### config.mk
export PLATFORM = sky130hd
export DESIGN_NAME = sdr_aref_chan
export DESIGN_NICKNAME = d
export VERILOG_FILES = /design/src/rtl/sdr_cmd_pkg.sv /design/src/rtl/sdr_aref_chan.sv
export SDC_FILE = /design/constraint.sdc
export NUM_CORES = 1
export LEC_CHECK = 0
export ABC_AREA = 1
export CAP_MARGIN = 20
export CORE_MARGIN = 2
export CORE_UTILIZATION = 40
export CTS_CLUSTER_DIAMETER = 120
export DETAILED_ROUTE_END_ITERATION = 10
export PLACE_DENSITY_LB_ADDON = 0.2
export SLEW_MARGIN = 10
export SYNTH_ARGS = -nofsm -noshare
export SYNTH_HDL_FRONTEND = slang
export SYNTH_SLANG_ARGS = --single-unit
### constraint.sdc
create_clock -name clk_i -period 1.7 [get_ports clk_i]
set_input_delay 0.34 -clock clk_i [delete_from_list [all_inputs] [get_ports clk_i]]
set_output_delay 0.34 -clock clk_i [all_outputs]
set_load 0.1 [all_outputs]
### src/rtl/sdr_cmd_pkg.sv
// SDRAM command decode and auto-refresh checker shared types.
// Bus-level command enum, per-channel FSM states and event bundle.
package sdr_cmd_pkg;

    localparam int TRCAR_W = 4;
    localparam int RFSH_W  = 12;

    typedef enum logic [2:0] {
        NOP,
        ACT,
        RD,
        WR,
        PRE,
        AREF,
        MRS,
        OTHER
    } sdr_cmd_e;

    typedef enum logic [1:0] {
        IDLE,
        RECOVER,
        ARMED
    } aref_st_e;

    typedef struct packed {
        logic start;
        logic gap;
        logic err_trcar;
        logic err_late;
    } chan_ev_t;

    // Deselected or clock-disabled cycles read as NOP.
    function automatic sdr_cmd_e sdr_decode(
        input logic cke,
        input logic cs_n,
        input logic ras_n,
        input logic cas_n,
        input logic we_n
    );
        sdr_cmd_e c;
        c = NOP;
        if (cke && !cs_n) begin
            unique case ({ras_n, cas_n, we_n})
                3'b111:  c = NOP;
                3'b011:  c = ACT;
                3'b101:  c = RD;
                3'b100:  c = WR;
                3'b010:  c = PRE;
                3'b001:  c = AREF;
                3'b000:  c = MRS;
                default: c = OTHER;
            endcase
        end
        return c;
    endfunction

endpackage

### src/rtl/sdr_aref_chan.sv
// One chip-select channel: refresh FSM, recovery and gap counters.
// Emits same-cycle events; the top registers and merges them.
module sdr_aref_chan
    import sdr_cmd_pkg::*;
#(
    parameter int CNT_W    = 16,
    parameter int RF_SHIFT = 0
) (
    input  logic               clk_i,
    input  logic               rst_i,
    input  logic               en_i,
    input  sdr_cmd_e           cmd_i,
    input  logic [TRCAR_W-1:0] trcar_i,
    input  logic [RFSH_W-1:0]  rf_sh_i,
    output chan_ev_t           ev_o,
    output logic [CNT_W-1:0]   gcnt_o
);

    localparam int DL_W = RFSH_W + RF_SHIFT + 1;
    localparam int CW   = (CNT_W > DL_W) ? CNT_W : DL_W;

    aref_st_e           state_q, state_d;
    logic [TRCAR_W-1:0] rcnt_q, rcnt_d;
    logic [CNT_W-1:0]   gcnt_q, gcnt_d;
    logic               late_q, late_d;
    logic               aref_q;

    logic          aref, cmd, start, cont, active;
    logic [CW-1:0] dl, gc_ext;

    assign aref   = (cmd_i == AREF);
    assign cmd    = (cmd_i != NOP);
    assign start  = aref & ~aref_q;
    assign cont   = aref & aref_q;
    assign active = (state_q != IDLE);
    assign dl     = (CW'(rf_sh_i) << RF_SHIFT) + CW'(1);
    assign gc_ext = CW'(gcnt_q);
    assign gcnt_o = gcnt_q;

    always_comb begin
        state_d = state_q;
        rcnt_d  = rcnt_q;
        gcnt_d  = gcnt_q;
        late_d  = late_q;
        ev_o    = '0;
        if (!en_i) begin
            state_d = IDLE;
            rcnt_d  = '0;
            gcnt_d  = '0;
            late_d  = 1'b0;
        end else begin
            if (active) begin
                if (gcnt_q != '1) gcnt_d = gcnt_q + CNT_W'(1);
                if (!late_q && gc_ext == dl) begin
                    ev_o.err_late = 1'b1;
                    late_d        = 1'b1;
                end
            end
            if (state_q == RECOVER) begin
                if (rcnt_q != '1) rcnt_d = rcnt_q + TRCAR_W'(1);
                if (cmd && !cont && rcnt_q <= trcar_i) ev_o.err_trcar = 1'b1;
                if (rcnt_q >= trcar_i) state_d = ARMED;
            end
            // A fresh refresh restarts both windows from any state.
            if (start) begin
                ev_o.start = 1'b1;
                ev_o.gap   = active;
                state_d    = RECOVER;
                rcnt_d     = TRCAR_W'(1);
                gcnt_d     = CNT_W'(1);
                late_d     = 1'b0;
            end
        end
    end

    always_ff @(posedge clk_i or posedge rst_i) begin
        if (rst_i) begin
            state_q <= IDLE;
            rcnt_q  <= '0;
            gcnt_q  <= '0;
            late_q  <= 1'b0;
            aref_q  <= 1'b0;
        end else begin
            state_q <= state_d;
            rcnt_q  <= rcnt_d;
            gcnt_q  <= gcnt_d;
            late_q  <= late_d;
            aref_q  <= aref;
        end
    end

endmodule

## Yosys cells after proc, flatten, opt, wreduce, memory -nomap -nowiden

Cells that the tools add are included.

| cells by class | value |
|---|---|
| multipliers | 0 |
| shift-type cells | 0 |
| divide/modulo/power cells | 0 |
| bitwise operators | 3 |
| order comparisons | 2 |
| reductions and logical operators | 11 |
| $add $sub $neg | 3 |
| equal/unequal tests | 11 |
| muxes and demuxes | 22 |

Operator list:

| operator | number |
|---|---|
| $mux 16 | 4 |
| $mux 4 | 5 |
| $ne 3x1->1 const B | 6 |
| $add 16x1->16 const B | 1 |
| $eq 16x13->1 | 1 |
| $ne 16x16->1 const B | 1 |
| $add 12x1->13 const B | 1 |
| $mux 2 | 5 |
| $mux 1 | 8 |
| $reduce_and 2->1 | 4 |
| $add 4x1->4 const B | 1 |
| $ge 4x4->1 | 1 |
| $le 4x4->1 | 1 |
| $ne 4x4->1 const B | 1 |
| $eq 3x3->1 const B | 1 |
| $logic_and 1x1->1 | 3 |
| $reduce_bool 3->1 | 1 |
| $and 1x1->1 | 2 |
| $eq 2x1->1 const B | 1 |
| $logic_not 1->1 | 2 |
| $reduce_bool 2->1 | 1 |
| $not 1->1 | 1 |

| word-level totals | value |
|---|---|
| register bits after elaboration | 24 |
| latch bits | 0 |
| logic and storage cells | 57 |
| memories | 0 |
| RAM bits | 0 |
| input bits | 22 |
| output and inout bits | 20 |
| ROM bits | 0 |

## Depth between registers and ports, before layout

| logic depth | value |
|---|---|
| word-level depth | 8 |
| depth in mapped cells | 12 |
| depth with buffers taken out | 12 |

## Least setup slack after synthesis

OpenSTA, ideal clock, no wires.

| timing path | value |
|---|---|
| kind | reg2out |
| from | reg rcnt_q[1] |
| to | out ev_o[1] (netlist name) |
| required time | 1360 ps |
| setup slack | -4250 ps |
| stages on the path, launching flop included | 8 |
| buffers on the path | 0 |
| data arrival time | 5610 ps |
| cells stage by stage | dfrtp_1 -> ha_1 -> inv_1 -> nor2_1 -> nor2_1 -> o21a_1 -> nor2_1 -> a2111oi_0 |

RTL lines:

| element | RTL line | text |
|---|---|---|
| start: declaration | sdr_aref_chan.sv:23 | `logic [TRCAR_W-1:0] rcnt_q, rcnt_d;` |
| start signal: assignment | sdr_aref_chan.sv:85 | `rcnt_q <= rcnt_d;` |
| end: declaration | sdr_aref_chan.sv:15 | `output chan_ev_t ev_o,` |

==> metrics.md <==
| Metric | Value |
|---|---|
| Initial Utilization | `0.410` |
| Total gr overflow | `0` |
| Clock buffer depth | `2` |
| Slew HR | `0.738` |
| Post-synth EDFFs | `0` |
| Worst reg2reg startpoint | `gcnt_o[1]` |
| Final worst slack | `-531 ps` |
| Minimum clock period after layout | `between 2000 and 2500 ps` |
| Fin. Hold Viols | `0` |
| Post-synth top area cell | `dfrtp_1` |
| GPL Wtd Cong | `around 0.91` |
| WP buf/inv | `2` |
| Post-synth cell types | `35` |
| Fillers | `around 380` |
| First-pass detailed-route iteration total | `5` |
| CP Launch Point | `gcnt_o[3]` |
| I/O Buffers | `41` |
| Worst skew pair latency | `between 200 and 300 ps` |
| Vias/cell | `between 4 and 5` |
| Static Leak | `around 1.8 nW` |
| Placement Cell Area | `between 3000 and 4000 um^2` |
| Via count | `approximately 2,500` |
| Clk root buf | `clkbuf_8` |
| Share of layout cells above drive strength 1 | `0.470` |
| Met3 GRT Util | `0.0225` |
| Period utilization | `1.31` |
| Overall Global Routing Usage | `0.238` |
| Most used routing layer | `met2` |
| Worst-margin pin slew | `~400 ps` |
| # rows | `26` |
| Number of H-tree levels | `1` |
| Die ar. | `a little under 6000 um^2` |
| TritonCTS Buffers | `3` |
| Slowest CP cell | `dfrtp_4` |
| Register bit total from synthesis | `24` |
| CTS Sinks | `24` |
| Critical path type | `register to primary output` |
| Crit Path Max Fanout | `4` |
| Yosys Warn Count | `0` |
| Ant diodes | `0` |
| Syn Std Cell Area | `about 2100 um^2` |
| Arr. time, crit path | `roughly 1900 ps` |
| Core ar. | `approximately 5100 um^2` |
| Placement Setup Slack | `-903 ps` |
| Min-delay src | `cmd_i[1]` |
| Number of remaining DRC errors | `0` |
| Status | `finished, violations left` |
| Crit path launch type | `register` |
| Final WL | `7090 um` |
| Iter 0 DRT Violations | `~120` |
| Element type at the critical path end | `primary output` |
| Synth top cells by count | `nand2_1, inv_1, nor2_1` |
| Largest net degree at the start of global routing | `25` |
| First-pass GRT wire length | `roughly 11,000 um` |
| Syn Inst Count | `316` |
| Yosys top cell area share | `0.289` |
| Synthesized Nets | `345` |
| P&R area growth vs syn | `84.2%` |
| Max incr delay on CP | `520 ps` |
| Setup-failing EPs final | `19` |
| PwrDens | `456 nW/um^2` |
| CTS tree | `yes` |
| Initial antenna violation count | `0` |
| Synth top area cells | `dfrtp_1, nand2_1, inv_1` |
| Slew Limit Fails | `0` |
| Io pins | `42` |
| Vias in the first global route | `approximately 2,600` |
| RSZ-0062 raised after global routing | `true` |
| Final Hold Slack | `351 ps` |
| Final core occ | `0.755` |
| M1 GR Usage | `0.275` |
| # Max-Cap Violations | `0` |
| Final Cell Area | `between 3000 and 4000 um^2` |
| Synth async-reset ratio | `1.00` |
| Post-synthesis area per instance | `6.58 um^2` |
| HPWL after detailed placement | `5100 um` |
| M2 GR Usage | `0.471` |
| Min-delay worst type | `input port to register` |
| Seq/Total Area, Yosys | `0.289` |
| Max VDD drop | `between 300 and 400 uV` |
| Hold buffers post-CTS | `0` |
| Highest clock rate | `448 MHz` |
| CTS clk-pin slew, worst paths | `roughly 100 ps` |
| Failing checks | `negative setup slack` |
| Layout Nets | `470` |
| Most common cell in the synthesized netlist | `nand2_1` |
| Post-DRT Antenna Nets | `0` |
| Worst endpoint required time | `1360 ps` |
| Critical path cell sequence | `inv_2, nand2_2, nand2_2, nand2_1, nand2_1, nand4_1, nor2_1, nand4_1, nor3_4, buf_12` |
| Total Power | `about 0.0017 W` |
| Die X | `~76 um` |
| CP top delay family | `simple AND/OR/NAND/NOR gates` |
| Top FF cell, synth | `dfrtp_1` |
| Wire per inst | `around 14 um` |
| Clock Skew | `a little over 2 ps` |
| Die H | `around 76 um` |
[layout make-up]
| class | count | area [um^2] | share of cell area |
|---|---|---|---|
| Multi-Input combinational cell | 235 | 1560 | 0.407 |
| Timing Repair Buffer | 123 | 1250 | 0.327 |
| Sequential cell | 24 | 638 | 0.167 |
| Inverter | 54 | 220 | 0.0575 |
| Tap cell | 70 | 87.6 | 0.0229 |
| Clock buffer | 3 | 41.3 | 0.0108 |
| Clock inverter | 1 | 30.0 | 0.00784 |
[what timing repair did]
item,CTS,global route
buffers inserted,5,5
gates resized for setup,62,42
setup endpoints to repair,23,24
cloned,0,0
pin swaps,21,24
[state kept, by name, indices dropped and copies added (netlist names)]
register  cells
gcnt_o       16
rcnt_q        4
state_q       2
aref_q        1
late_q        1
[cell families after synthesis]
kind of cell               after synthesis  synth area share
buffers and inverters                   57             0.108
DFF                                     24             0.289
xor gates and xnor gates                16            0.0673
adders and majority gates                7            0.0421
AOI/OAI and AO/OA                       32            0.0992
and+or+nand+nor                        180             0.394
[worst reg2reg max path, delay by kind of cell, from the launching register on]
family | cells | cell delay, ps
compound gates | 2 | 370
fa+ha+maj | 1 | 140
buf+inv | 2 | 280
flops | 1 | 420
simple gates | 6 | 610
[cells in the final DEF, fill, tap and decap left out, types with 7 or more instances in the layout]
master,netlist,layout
inv_2,5,12
buf_4,1,75
dfrtp_4,0,7
buf_6,1,9
nand4_1,7,7
nand2_1,78,67
nor2_4,2,10
dfrtp_2,0,9
xor2_1,10,9
nor3_1,9,7
nand2_2,4,11
inv_1,49,39
dlygate4sd2_1,0,12
buf_12,0,21
nand3_2,2,7
nor2_1,41,30
dfrtp_1,24,8
nand3_1,25,19
[worst paths after layout]
| check | endpoint | slack [ps] | depth (start not counted) |
|---|---|---|---|
| max | ev_o[0] | -530 | 10 |
| min | aref_q | 350 | 3 |
| max reg2reg | gcnt_o[0] | -200 | 11 |
| min reg2reg | late_q | 550 | 2 |
| max in group asynchronous | gcnt_o[3] | 1020 | 3 |
| min in group asynchronous | gcnt_o[7] | 400 | 3 |
[power by group]
part           switching, W  total [W]  internal, W
combinational      0.000338   0.000615     0.000277
sequential        0.0000142   0.000603     0.000589
clock              0.000213   0.000529     0.000316
total              0.000566    0.00175      0.00118
[per-stage QoR]
step,instances,setup TNS [ps]
2_1_floorplan,316,-5630
5_1_grt,510,-5570
6_report,510,-3640
4_1_cts,506,-3620
3_5_place_dp,497,-9590
3_3_place_gp,497,-8870
[routing by layer]
| metal | wire (um) | part of all wire |
|---|---|---|
| met2 | 3770 | 0.53 |
| met4 | 116 | 0.016 |
| met1 | 2930 | 0.41 |
| met3 | 271 | 0.038 |
| met5 | 0 | 0 |
Note: power is estimated with default switching activity, not from simulation.
